==> config.mk <==
export PLATFORM = sky130hd
export DESIGN_NAME = issue_queue
export DESIGN_NICKNAME = d
export VERILOG_FILES = /design/src/rtl/issue_queue.sv
export SDC_FILE = /design/constraint.sdc
export NUM_CORES = 1
export LEC_CHECK = 0
export ABC_AREA = 0
export BUFFER_PORTS_ARGS = -buffer_cell sky130_fd_sc_hd__buf_2
export CAP_MARGIN = 20
export CORE_MARGIN = 3
export CORE_UTILIZATION = 61
export DETAILED_ROUTE_END_ITERATION = 8
export PLACE_DENSITY = 0.8
export SLEW_MARGIN = 10
export SYNTH_ARGS = -nofsm -noshare
export SYNTH_HDL_FRONTEND = slang
export SYNTH_SLANG_ARGS = --single-unit
==> constraint.sdc <==
create_clock -name clk -period 11.8 [get_ports clk]
set_input_delay 1.18 -clock clk [delete_from_list [all_inputs] [get_ports clk]]
set_output_delay 1.18 -clock clk [all_outputs]
set_load 0.1 [all_outputs]
==> src/rtl/issue_queue.sv <==
// Collapsing out-of-order issue queue: in-order allocate at the tail, issue the
// oldest entry whose two sources are ready, single wakeup broadcast per cycle.
module issue_queue #(
  parameter int DEPTH  = 8,
  parameter int PREG_W = 6,
  parameter int ROB_W  = 6,
  parameter int OP_W   = 8
) (
  input  logic                         clk,
  input  logic                         reset,
  input  logic                         flush,
  input  logic                         disp_valid,
  output logic                         disp_ready,
  input  logic [OP_W-1:0]              disp_op,
  input  logic [PREG_W-1:0]            disp_prd,
  input  logic [PREG_W-1:0]            disp_prs1,
  input  logic [PREG_W-1:0]            disp_prs2,
  input  logic                         disp_rs1_rdy,
  input  logic                         disp_rs2_rdy,
  input  logic [ROB_W-1:0]             disp_rob_idx,
  input  logic                         wb_valid,
  input  logic [PREG_W-1:0]            wb_prd,
  output logic                         issue_valid,
  input  logic                         issue_ready,
  output logic [OP_W-1:0]              issue_op,
  output logic [PREG_W-1:0]            issue_prd,
  output logic [PREG_W-1:0]            issue_prs1,
  output logic [PREG_W-1:0]            issue_prs2,
  output logic [ROB_W-1:0]             issue_rob_idx,
  output logic [$clog2(DEPTH):0]       count
);
  localparam int IDX_W = $clog2(DEPTH);
  localparam int CNT_W = IDX_W + 1;

  // Handshakes: a transfer happens on an edge where valid and ready are both
  // high; disp_ready and issue_valid depend on registered state only.

  logic [DEPTH-1:0]  valid_q, rdy1_q, rdy2_q, valid_d, rdy1_d, rdy2_d;
  logic [OP_W-1:0]   op_q   [DEPTH];
  logic [OP_W-1:0]   op_d   [DEPTH];
  logic [PREG_W-1:0] prd_q  [DEPTH];
  logic [PREG_W-1:0] prd_d  [DEPTH];
  logic [PREG_W-1:0] prs1_q [DEPTH];
  logic [PREG_W-1:0] prs1_d [DEPTH];
  logic [PREG_W-1:0] prs2_q [DEPTH];
  logic [PREG_W-1:0] prs2_d [DEPTH];
  logic [ROB_W-1:0]  rob_q  [DEPTH];
  logic [ROB_W-1:0]  rob_d  [DEPTH];
  logic [CNT_W-1:0]  count_q, count_d, tail;
  logic              sel_found, issue_fire, disp_fire;
  logic [IDX_W-1:0]  sel_idx;

  // Oldest-ready select: scanning downward leaves the lowest ready index.
  always_comb begin
    sel_found = 1'b0;
    sel_idx   = '0;
    for (int i = DEPTH - 1; i >= 0; i--) begin
      if (valid_q[i] && rdy1_q[i] && rdy2_q[i]) begin
        sel_found = 1'b1;
        sel_idx   = IDX_W'(i);
      end
    end
  end

  assign disp_ready    = (count_q < CNT_W'(DEPTH));
  assign issue_valid   = sel_found;
  assign issue_op      = sel_found ? op_q[sel_idx]   : '0;
  assign issue_prd     = sel_found ? prd_q[sel_idx]  : '0;
  assign issue_prs1    = sel_found ? prs1_q[sel_idx] : '0;
  assign issue_prs2    = sel_found ? prs2_q[sel_idx] : '0;
  assign issue_rob_idx = sel_found ? rob_q[sel_idx]  : '0;
  assign count         = count_q;

  assign issue_fire = sel_found & issue_ready;
  assign disp_fire  = disp_valid & disp_ready;
  assign tail       = count_q - CNT_W'(issue_fire);

  // Collapse, then wakeup on the shifted image, then tail write with bypass.
  always_comb begin
    for (int i = 0; i < DEPTH; i++) begin
      if (issue_fire && (i >= int'(sel_idx))) begin
        valid_d[i] = (i == DEPTH - 1) ? 1'b0 : valid_q[IDX_W'(i + 1)];
        rdy1_d[i]  = rdy1_q[IDX_W'(i + 1)];
        rdy2_d[i]  = rdy2_q[IDX_W'(i + 1)];
        op_d[i]    = op_q[IDX_W'(i + 1)];
        prd_d[i]   = prd_q[IDX_W'(i + 1)];
        prs1_d[i]  = prs1_q[IDX_W'(i + 1)];
        prs2_d[i]  = prs2_q[IDX_W'(i + 1)];
        rob_d[i]   = rob_q[IDX_W'(i + 1)];
      end else begin
        valid_d[i] = valid_q[i];
        rdy1_d[i]  = rdy1_q[i];
        rdy2_d[i]  = rdy2_q[i];
        op_d[i]    = op_q[i];
        prd_d[i]   = prd_q[i];
        prs1_d[i]  = prs1_q[i];
        prs2_d[i]  = prs2_q[i];
        rob_d[i]   = rob_q[i];
      end
      if (wb_valid && valid_d[i]) begin
        if (prs1_d[i] == wb_prd) rdy1_d[i] = 1'b1;
        if (prs2_d[i] == wb_prd) rdy2_d[i] = 1'b1;
      end
      if (disp_fire && (tail == CNT_W'(i))) begin
        valid_d[i] = 1'b1;
        op_d[i]    = disp_op;
        prd_d[i]   = disp_prd;
        prs1_d[i]  = disp_prs1;
        prs2_d[i]  = disp_prs2;
        rob_d[i]   = disp_rob_idx;
        rdy1_d[i]  = disp_rs1_rdy | (wb_valid && (disp_prs1 == wb_prd));
        rdy2_d[i]  = disp_rs2_rdy | (wb_valid && (disp_prs2 == wb_prd));
      end
    end
    count_d = count_q;
    case ({disp_fire, issue_fire})
      2'b10:   count_d = count_q + CNT_W'(1);
      2'b01:   count_d = count_q - CNT_W'(1);
      default: count_d = count_q;
    endcase
  end

  always_ff @(posedge clk or posedge reset) begin
    if (reset) begin
      valid_q <= '0;
      rdy1_q  <= '0;
      rdy2_q  <= '0;
      count_q <= '0;
      for (int i = 0; i < DEPTH; i++) begin
        op_q[i]   <= '0;
        prd_q[i]  <= '0;
        prs1_q[i] <= '0;
        prs2_q[i] <= '0;
        rob_q[i]  <= '0;
      end
    end else begin
      valid_q <= flush ? '0 : valid_d;
      count_q <= flush ? '0 : count_d;
      rdy1_q  <= rdy1_d;
      rdy2_q  <= rdy2_d;
      for (int i = 0; i < DEPTH; i++) begin
        op_q[i]   <= op_d[i];
        prd_q[i]  <= prd_d[i];
        prs1_q[i] <= prs1_d[i];
        prs2_q[i] <= prs2_d[i];
        rob_q[i]  <= rob_d[i];
      end
    end
  end
endmodule

# Word-level counts from Yosys, hierarchy flattened
# Cells that the tools add are included.
# W data, S select, Z words.
[word_totals]
register_bits = 284
in_bits = 46
output_inout_bits = 38
wordCells = 326
[op_classes]
n_addsub = 3
magnitude_cmp = 9
n_eq_ne = 27
mux = 187
bitwise_logic = 5
n_reduce_logical = 51
[op_table]
columns = ["operator", "count"]
rows = [
  ["$mux W6", 68],
  ["$mux W8", 16],
  ["$eq A6 B6 Y1", 18],
  ["$mux W1", 88],
  ["$bmux W6 S3", 4],
  ["$logic_and A1 B1 Y1", 41],
  ["$bmux W8 S3", 1],
  ["$mux W3", 8],
  ["$eq A4 B3 Y1 const B", 4],
  ["$reduce_bool A2 Y1", 8],
  ["$ge A3 B3 Y1 const A", 3],
  ["$eq A4 B2 Y1 const B", 2],
  ["$pmux W4 S2", 1],
  ["$ge A1 B3 Y1 const A", 2],
  ["$ge A2 B3 Y1 const A", 2],
  ["$add A4 B1 Y4 const B", 1],
  ["$eq A4 B1 Y1 const B", 1],
  ["$ge A4 B4 Y1 const B", 1],
  ["$logic_not A4 Y1", 1],
  ["$lt A4 B4 Y1 const B", 1],
  ["$mux W4", 1],
  ["$not A3 Y4", 1],
  ["$sub A4 B1 Y4", 1],
  ["$sub A4 B1 Y4 const B", 1],
  ["other kinds (5)", 7],
]

# Logic depth before layout (Yosys ltp)
[depth]
depth_word = 17
mapped_depth = 16
mapped_depth_nobuf = 13

# Least setup slack after synthesis
# Ideal clock, no wire load.
[synth_path]
path_kind = "input port to flip-flop"
startpoint = "input issue_ready"
endpoint = "register op_q[24] (netlist bit)"
setup_time_ns = 0.125
t_arrival_ns = 3.902
t_required_ns = 11.675
slack_ns = 7.773
path_stages = 14
path_buffers = 4
cell_sequence = "buf_2 -> o31ai_4 -> buf_4 -> inv_1 -> clkbuf_1 -> ha_1 -> ha_1 -> nand2b_1 -> o21ai_0 -> o2bb2ai_1 -> nand4_1 -> o21ai_1 -> buf_4 -> mux2_2"
[synth_via]
elab_chain_cells = 5
word_cells_on_any_way = 6
cone_classes = "add/sub (1); eq/ne (1); bitwise (1); reduce/logical (3)"
[synth_lines]
columns = ["element", "line", "source"]
rows = [
  ["from (decl)", "24", "input logic issue_ready,"],
  ["$and A1 B1 Y1 *", "74", "assign issue_fire = sel_found & issue_ready;"],
  ["$sub A4 B1 Y4", "76", "assign tail = count_q - CNT_W'(issue_fire);"],
  ["$eq A4 B3 Y1", "104", "if (disp_fire && (tail == CNT_W'(i))) begin"],
  ["$logic_and A1 B1 Y1", "104", ""],
  ["$reduce_bool A2 Y1 (no line) *", "--", ""],
  ["to (signal, indexed assignment)", "142", "op_q[i] <= op_d[i];"],
  ["to (decl)", "39", "logic [OP_W-1:0] op_q [DEPTH];"],
]
# Every way passes the cells marked *; elsewhere a longest branch is shown, timed or not.
# A chain may end at the register's enable or synchronous reset.

# Final worst setup path
[layout_path]
startpoint = "register valid_q[3]"
endpoint = "output issue_rob_idx[5]"
[layout_via]
elab_chain_cells = 11
word_cells_on_any_way = 15
cone_classes = "mux (12); bitwise (1); reduce/logical (2)"
[layout_lines]
columns = ["element", "line", "source"]
rows = [
  ["from (decl)", "38", "logic [DEPTH-1:0] valid_q, rdy1_q, rdy2_q, valid_d, rdy1_d, rdy2_d;"],
  ["from (signal assigned)", "137", "valid_q <= flush ? '0 : valid_d;"],
  ["$logic_and A1 B1 Y1 * (2 in a row)", "58", "if (valid_q[i] && rdy1_q[i] && rdy2_q[i]) begin"],
  ["$mux W3 (4 in a row)", "58", ""],
  ["$not A3 Y4 (not written as such)", "71", "assign issue_rob_idx = sel_found ? rob_q[sel_idx] : '0;"],
  ["$bmux W6 S3", "71", ""],
  ["$mux W6 (not written as such) (2 in a row)", "71", ""],
  ["$mux W6 *", "71", ""],
  ["to (decl)", "29", "output logic [ROB_W-1:0] issue_rob_idx,"],
]
# Every way passes the cells marked *; elsewhere a longest branch is shown, timed or not. The select of a mux whose other input is x is not followed.

==> impl_table.tex <==
\begin{tabular}{lr}
\hline
Metric & Value \\
\hline
\multicolumn{2}{l}{\textbf{Outcome}} \\
\quad Run status & finished clean \\
\multicolumn{2}{l}{\textbf{STA}} \\
\quad Final critical-path share of the clock period & $\sim$45\% \\
\quad Clock skew after layout & 0.0126 ns \\
\quad Number of max-slew violations in the final report & 0 \\
\quad Final number of hold-violating endpoints & 0 \\
\quad Worst hold-check slack & between 0.5 and 0.6 ns \\
\quad Max Clk Rate & $\sim$0.19 GHz \\
\quad Shortest period the worst path allows & about 5.3 ns \\
\quad Max\_slew headroom & between 20\% and 30\% \\
\quad Setup repair after global routing missed its margin & false \\
\quad Setup\_tns & 0 ns \\
\quad Least-Margin Pin Slew & about 1.1 ns \\
\quad Number of endpoints failing setup at the final stage & 0 \\
\multicolumn{2}{l}{\textbf{Logic synthesis}} \\
\quad Syn. warnings & 0 \\
\quad Flip-flop and latch count after synthesis & 284 \\
\quad Share of Yosys cell area claimed by the top area cell type & a little under half \\
\quad Part of the Yosys area used for sequential elements & about 46\% \\
\quad Net count after synthesis & $\sim$1,400 \\
\quad Number of enable flip-flop cells after synthesis & 0 \\
\quad Post-Syn Area & $\sim$0.016 mm² \\
\quad Distinct cell type count after synthesis & 66 \\
\quad Top cells by area in the synthesized netlist & sky130\_fd\_sc\_hd\_\_dfrtp\_1, sky130\_fd\_sc\_hd\_\_mux2\_2, sky130\_fd\_sc\_hd\_\_mux4\_2 \\
\quad Library cell with the largest summed area after synthesis & sky130\_fd\_sc\_hd\_\_dfrtp\_1 \\
\quad Mean cell area of the mapped netlist & 11.5 µm² \\
\quad Number of instances in the synthesized netlist & between 1,000 and 1,500 \\
\quad Share of async-settable or async-resettable flops after synthesis & 100\% \\
\quad Dominant register cell in the synthesized netlist & sky130\_fd\_sc\_hd\_\_dfrtp\_1 \\
\multicolumn{2}{l}{\textbf{Pwr}} \\
\quad Switching Fraction & between 30\% and 40\% \\
\quad Switching component of the power & around 1.8 mW \\
\quad Combinational cell fraction of total power & between 40 and 50\% \\
\quad Register share of total power & between 30\% and 40\% \\
\quad Static Leakage & $\sim$7.7 nW \\
\quad Internal power & around 2.9 mW \\
\quad Cell Pwr Density & roughly 280 mW/mm² \\
\quad Proportion of power drawn by the clock network & 20.1\% \\
\quad Total Power & between 4 and 5 mW \\
\quad Highest ir drop seen on vdd & 0.165 mV \\
\multicolumn{2}{l}{\textbf{Place}} \\
\quad Port Buf Inserts & between 80 and 90 \\
\quad Instance area at placement & between 0.015 and 0.02 mm² \\
\quad RePlAce Congestion & $\sim$0.9 \\
\quad Post-detail-place hpwl & roughly 26,000 µm \\
\multicolumn{2}{l}{\textbf{Worst setup path}} \\
\quad Required time of the worst setup path & roughly 11 ns \\
\quad R2R setup slack & 7.26 ns \\
\quad Startpoint type of the worst setup path & flip-flop \\
\quad Launching point of the worst reg2reg path & rdy1\_q[7]\$\_DFF\_PP0\_ \\
\quad Arrival time worst endpoint & around 4 ns \\
\quad Endpoint kind of the worst setup timing path & primary output \\
\quad CP Max Fanout & 23 \\
\quad Reg-to-reg critical path endpoint & op\_q[22]\$\_DFFE\_PP0P\_ \\
\quad Setup CP Type & flip-flop to primary output \\
\quad Number of cells on the worst reg-to-reg path & 12 \\
\multicolumn{2}{l}{\textbf{Floorplanning}} \\
\quad Vertical die dimension & about 170 µm \\
\quad Starting utilization of the core area & between 60\% and 70\% \\
\quad Area of the core & $\sim$0.025 mm² \\
\quad Full die area & 0.0274 mm² \\
\quad Die X & approximately 170 µm \\
\quad Top-Level Pins & 84 \\
\quad Total number of placement rows & 57 \\
\multicolumn{2}{l}{\textbf{Hold path}} \\
\quad Hold Path Class & flip-flop to flip-flop \\
\quad Worst hold stages & 1 \\
\quad Worst-case hold path end point & op\_q[11]\$\_DFFE\_PP0P\_ \\
\quad HP Start & op\_q[11]\$\_DFFE\_PP0P\_ \\
\multicolumn{2}{l}{\textbf{Clock tree}} \\
\quad Library cell used as clock root buffer & sky130\_fd\_sc\_hd\_\_clkbuf\_16 \\
\quad Cts-stage hold buffer count & 0 \\
\quad Clock-pin slew on the worst setup and hold paths & $\sim$0.06 ns \\
\quad Quantity of gates resized following cts & 0 \\
\quad Buffer depth of the longest clock path & 3 \\
\quad Clock tree from TritonCTS & done \\
\quad Clock buffers created by TritonCTS & 30 \\
\quad Clock insertion delay at the later pin of the skew report & between 0.5 and 0.6 ns \\
\quad Setup fix buffers added after clock tree synthesis & 0 \\
\quad Number of H-tree levels & 1 \\
\quad Count of clock tree sinks & 284 \\
\multicolumn{2}{l}{\textbf{GRT}} \\
\quad Global-route wire length before repair & between 60,000 and 70,000 µm \\
\quad GRT met1 Usage & 41.6\% \\
\quad GR met2 Demand/Resource & a little under half \\
\quad Vias in the first global route & about 12,000 \\
\quad Leftover overflow at the end of global routing & 0 \\
\quad Most utilized layer in the global route result & met2 \\
\quad Met3 Resource Use GR & a little over 5\% \\
\quad Maximum number of pins on one net before global-route repair & approximately 160 \\
\quad GRT Resource Usage Total & between 20\% and 30\% \\
\quad Initial antenna violation count & 1 \\
\multicolumn{2}{l}{\textbf{Detailed routing}} \\
\quad Average wire per cell in the routed design & approximately 24 µm \\
\quad Detailed-route vias per instance & approximately 6.6 \\
\quad Detailed-route via count & $\sim$11,000 \\
\quad Antenna violation net count after detailed routing & 0 \\
\quad Router iterations before antenna repair & 5 \\
\quad Final routed wirelength across all metal layers & around 41,000 µm \\
\quad Initial DRC count & 1,151 \\
\quad \# DRC & 0 \\
\multicolumn{2}{l}{\textbf{Final layout}} \\
\quad Share of cells above drive strength 1 & between 20\% and 30\% \\
\quad Register cell area after layout & roughly 0.007 mm² \\
\quad Fill cells & around 1,800 \\
\quad Post-route design area & between 0.015 and 0.02 mm² \\
\quad Highest-count cells in the layout ignoring fill and taps & sky130\_fd\_sc\_hd\_\_dfrtp\_1, sky130\_fd\_sc\_hd\_\_nor2\_1, sky130\_fd\_sc\_hd\_\_mux2\_2, sky130\_fd\_sc\_hd\_\_a21oi\_1, sky130\_fd\_sc\_hd\_\_mux2i\_1 \\
\quad Area Overhead vs Synth & 10.1\% \\
\quad Number of diodes added for antenna fixing & 0 \\
\quad Utilization after layout & 69.4\% \\
\quad Multi-input gate area in the final layout & between 0.007 and 0.008 mm² \\
\quad Most common cell after layout, fill and taps aside & sky130\_fd\_sc\_hd\_\_dfrtp\_1 \\
\quad Layout net count & $\sim$1,400 \\
\multicolumn{2}{l}{\textbf{Flow run}} \\
\quad Max-Cap Viols & 0 \\
\hline
\end{tabular}
[registers in the layout, indices dropped and copies added, names as in the netlist]
signal	count
valid_q	8
rdy2_q	8
count	4
rob_q	48
rdy1_q	8
prd_q	48
prs2_q	48
op_q	64
prs1_q	48
[worst max-delay path: stages (launching register included)]
cell,delay [ns]
sky130_fd_sc_hd__dfrtp_1,0.46
sky130_fd_sc_hd__and3_4,0.23
sky130_fd_sc_hd__a211oi_4,0.32
sky130_fd_sc_hd__nor2_2,0.10
sky130_fd_sc_hd__a21oi_4,0.76
sky130_fd_sc_hd__buf_4,0.54
sky130_fd_sc_hd__mux4_2,0.56
sky130_fd_sc_hd__a22o_1,0.25
sky130_fd_sc_hd__buf_2,0.29
[Yosys cell counts, drive strengths merged, types with 2 or more instances]
master,instances
a211oi,4
a21boi,3
a21o,2
a21oi,122
a22o,32
a31oi,29
a41oi,7
and2,3
and3,9
buf,58
clkbuf,45
dfrtp,284
ha,4
inv,16
mux2,131
mux2i,119
mux4,64
nand2,73
nand2b,6
nand3,14
nand4,11
nor2,143
nor2b,3
nor3,11
nor4,14
o211ai,3
o21ai,16
o22ai,5
o31ai,2
xnor2,68
xor2,34
[layer usage]
metal	part of all wire, %	up-vias
met5	0.032	-
met4	2.5	2
met3	7.9	87
met2	48	561
met1	42	5863
li1	-	4983
[power groups by stage]
| stage | registers [mW] | logic, mW | clock network [mW] |
|---|---|---|---|
| final | 1.84 | 1.94 | 0.949 |
| after global routing | 1.89 | 2.08 | 1.01 |
| after CTS | 1.82 | 1.93 | 0.957 |
| after detailed placement | 1.83 | 1.91 | 0 |
| after global placement | 1.80 | 1.85 | 0 |
| after floorplan | 1.73 | 1.57 | 0 |
[cells by family (layout without fill, tap and decap cells)]
group | after synthesis | after routing | share of synthesized area (%)
AOI/OAI and AO/OA | 236 | 236 | 9.65
DFF | 284 | 284 | 45.7
buffers and inverters | 120 | 174 | 3.66
and+or+nand+nor | 291 | 291 | 8.38
xor gates and xnor gates | 102 | 102 | 5.74
adders and majority gates | 5 | 5 | 0.451
muxes | 314 | 314 | 26.4
[final cells by class]
type	instances	share of cell area, %
Inverter	17	0.417
Sequential cell	284	41.5
Clock inverter	9	0.424
Multi-Input combinational cell	948	46.3
Clock buffer	44	5.46
Tap cell	324	2.37
Timing Repair Buffer	104	3.49
[worst max-delay path by stage]
stage / startpoint / slack [ns] / to
after floorplan: reset / 2.78 / count[0]$_DFFE_PP0P_
after global placement: issue_ready / 7.04 / prd_q[21]$_DFFE_PP0P_
after detailed placement: issue_ready / 6.82 / prd_q[23]$_DFFE_PP0P_
after CTS: valid_q[3]$_DFF_PP0_ / 6.55 / issue_rob_idx[5]
after global routing: valid_q[3]$_DFF_PP0_ / 6.37 / issue_op[7]
final: valid_q[3]$_DFF_PP0_ / 6.54 / issue_rob_idx[5]
[through the flow]
| step | worst slack [ns] | instances |
|---|---|---|
| 3_5_place_dp | 6.82 | 1675 |
| 4_1_cts | 6.55 | 1728 |
| 3_3_place_gp | 7.04 | 1675 |
| 2_1_floorplan | 2.78 | 1352 |
| 6_report | 6.54 | 1730 |
| 5_1_grt | 6.37 | 1730 |
No activity file was read; power rests on OpenSTA's default activity.
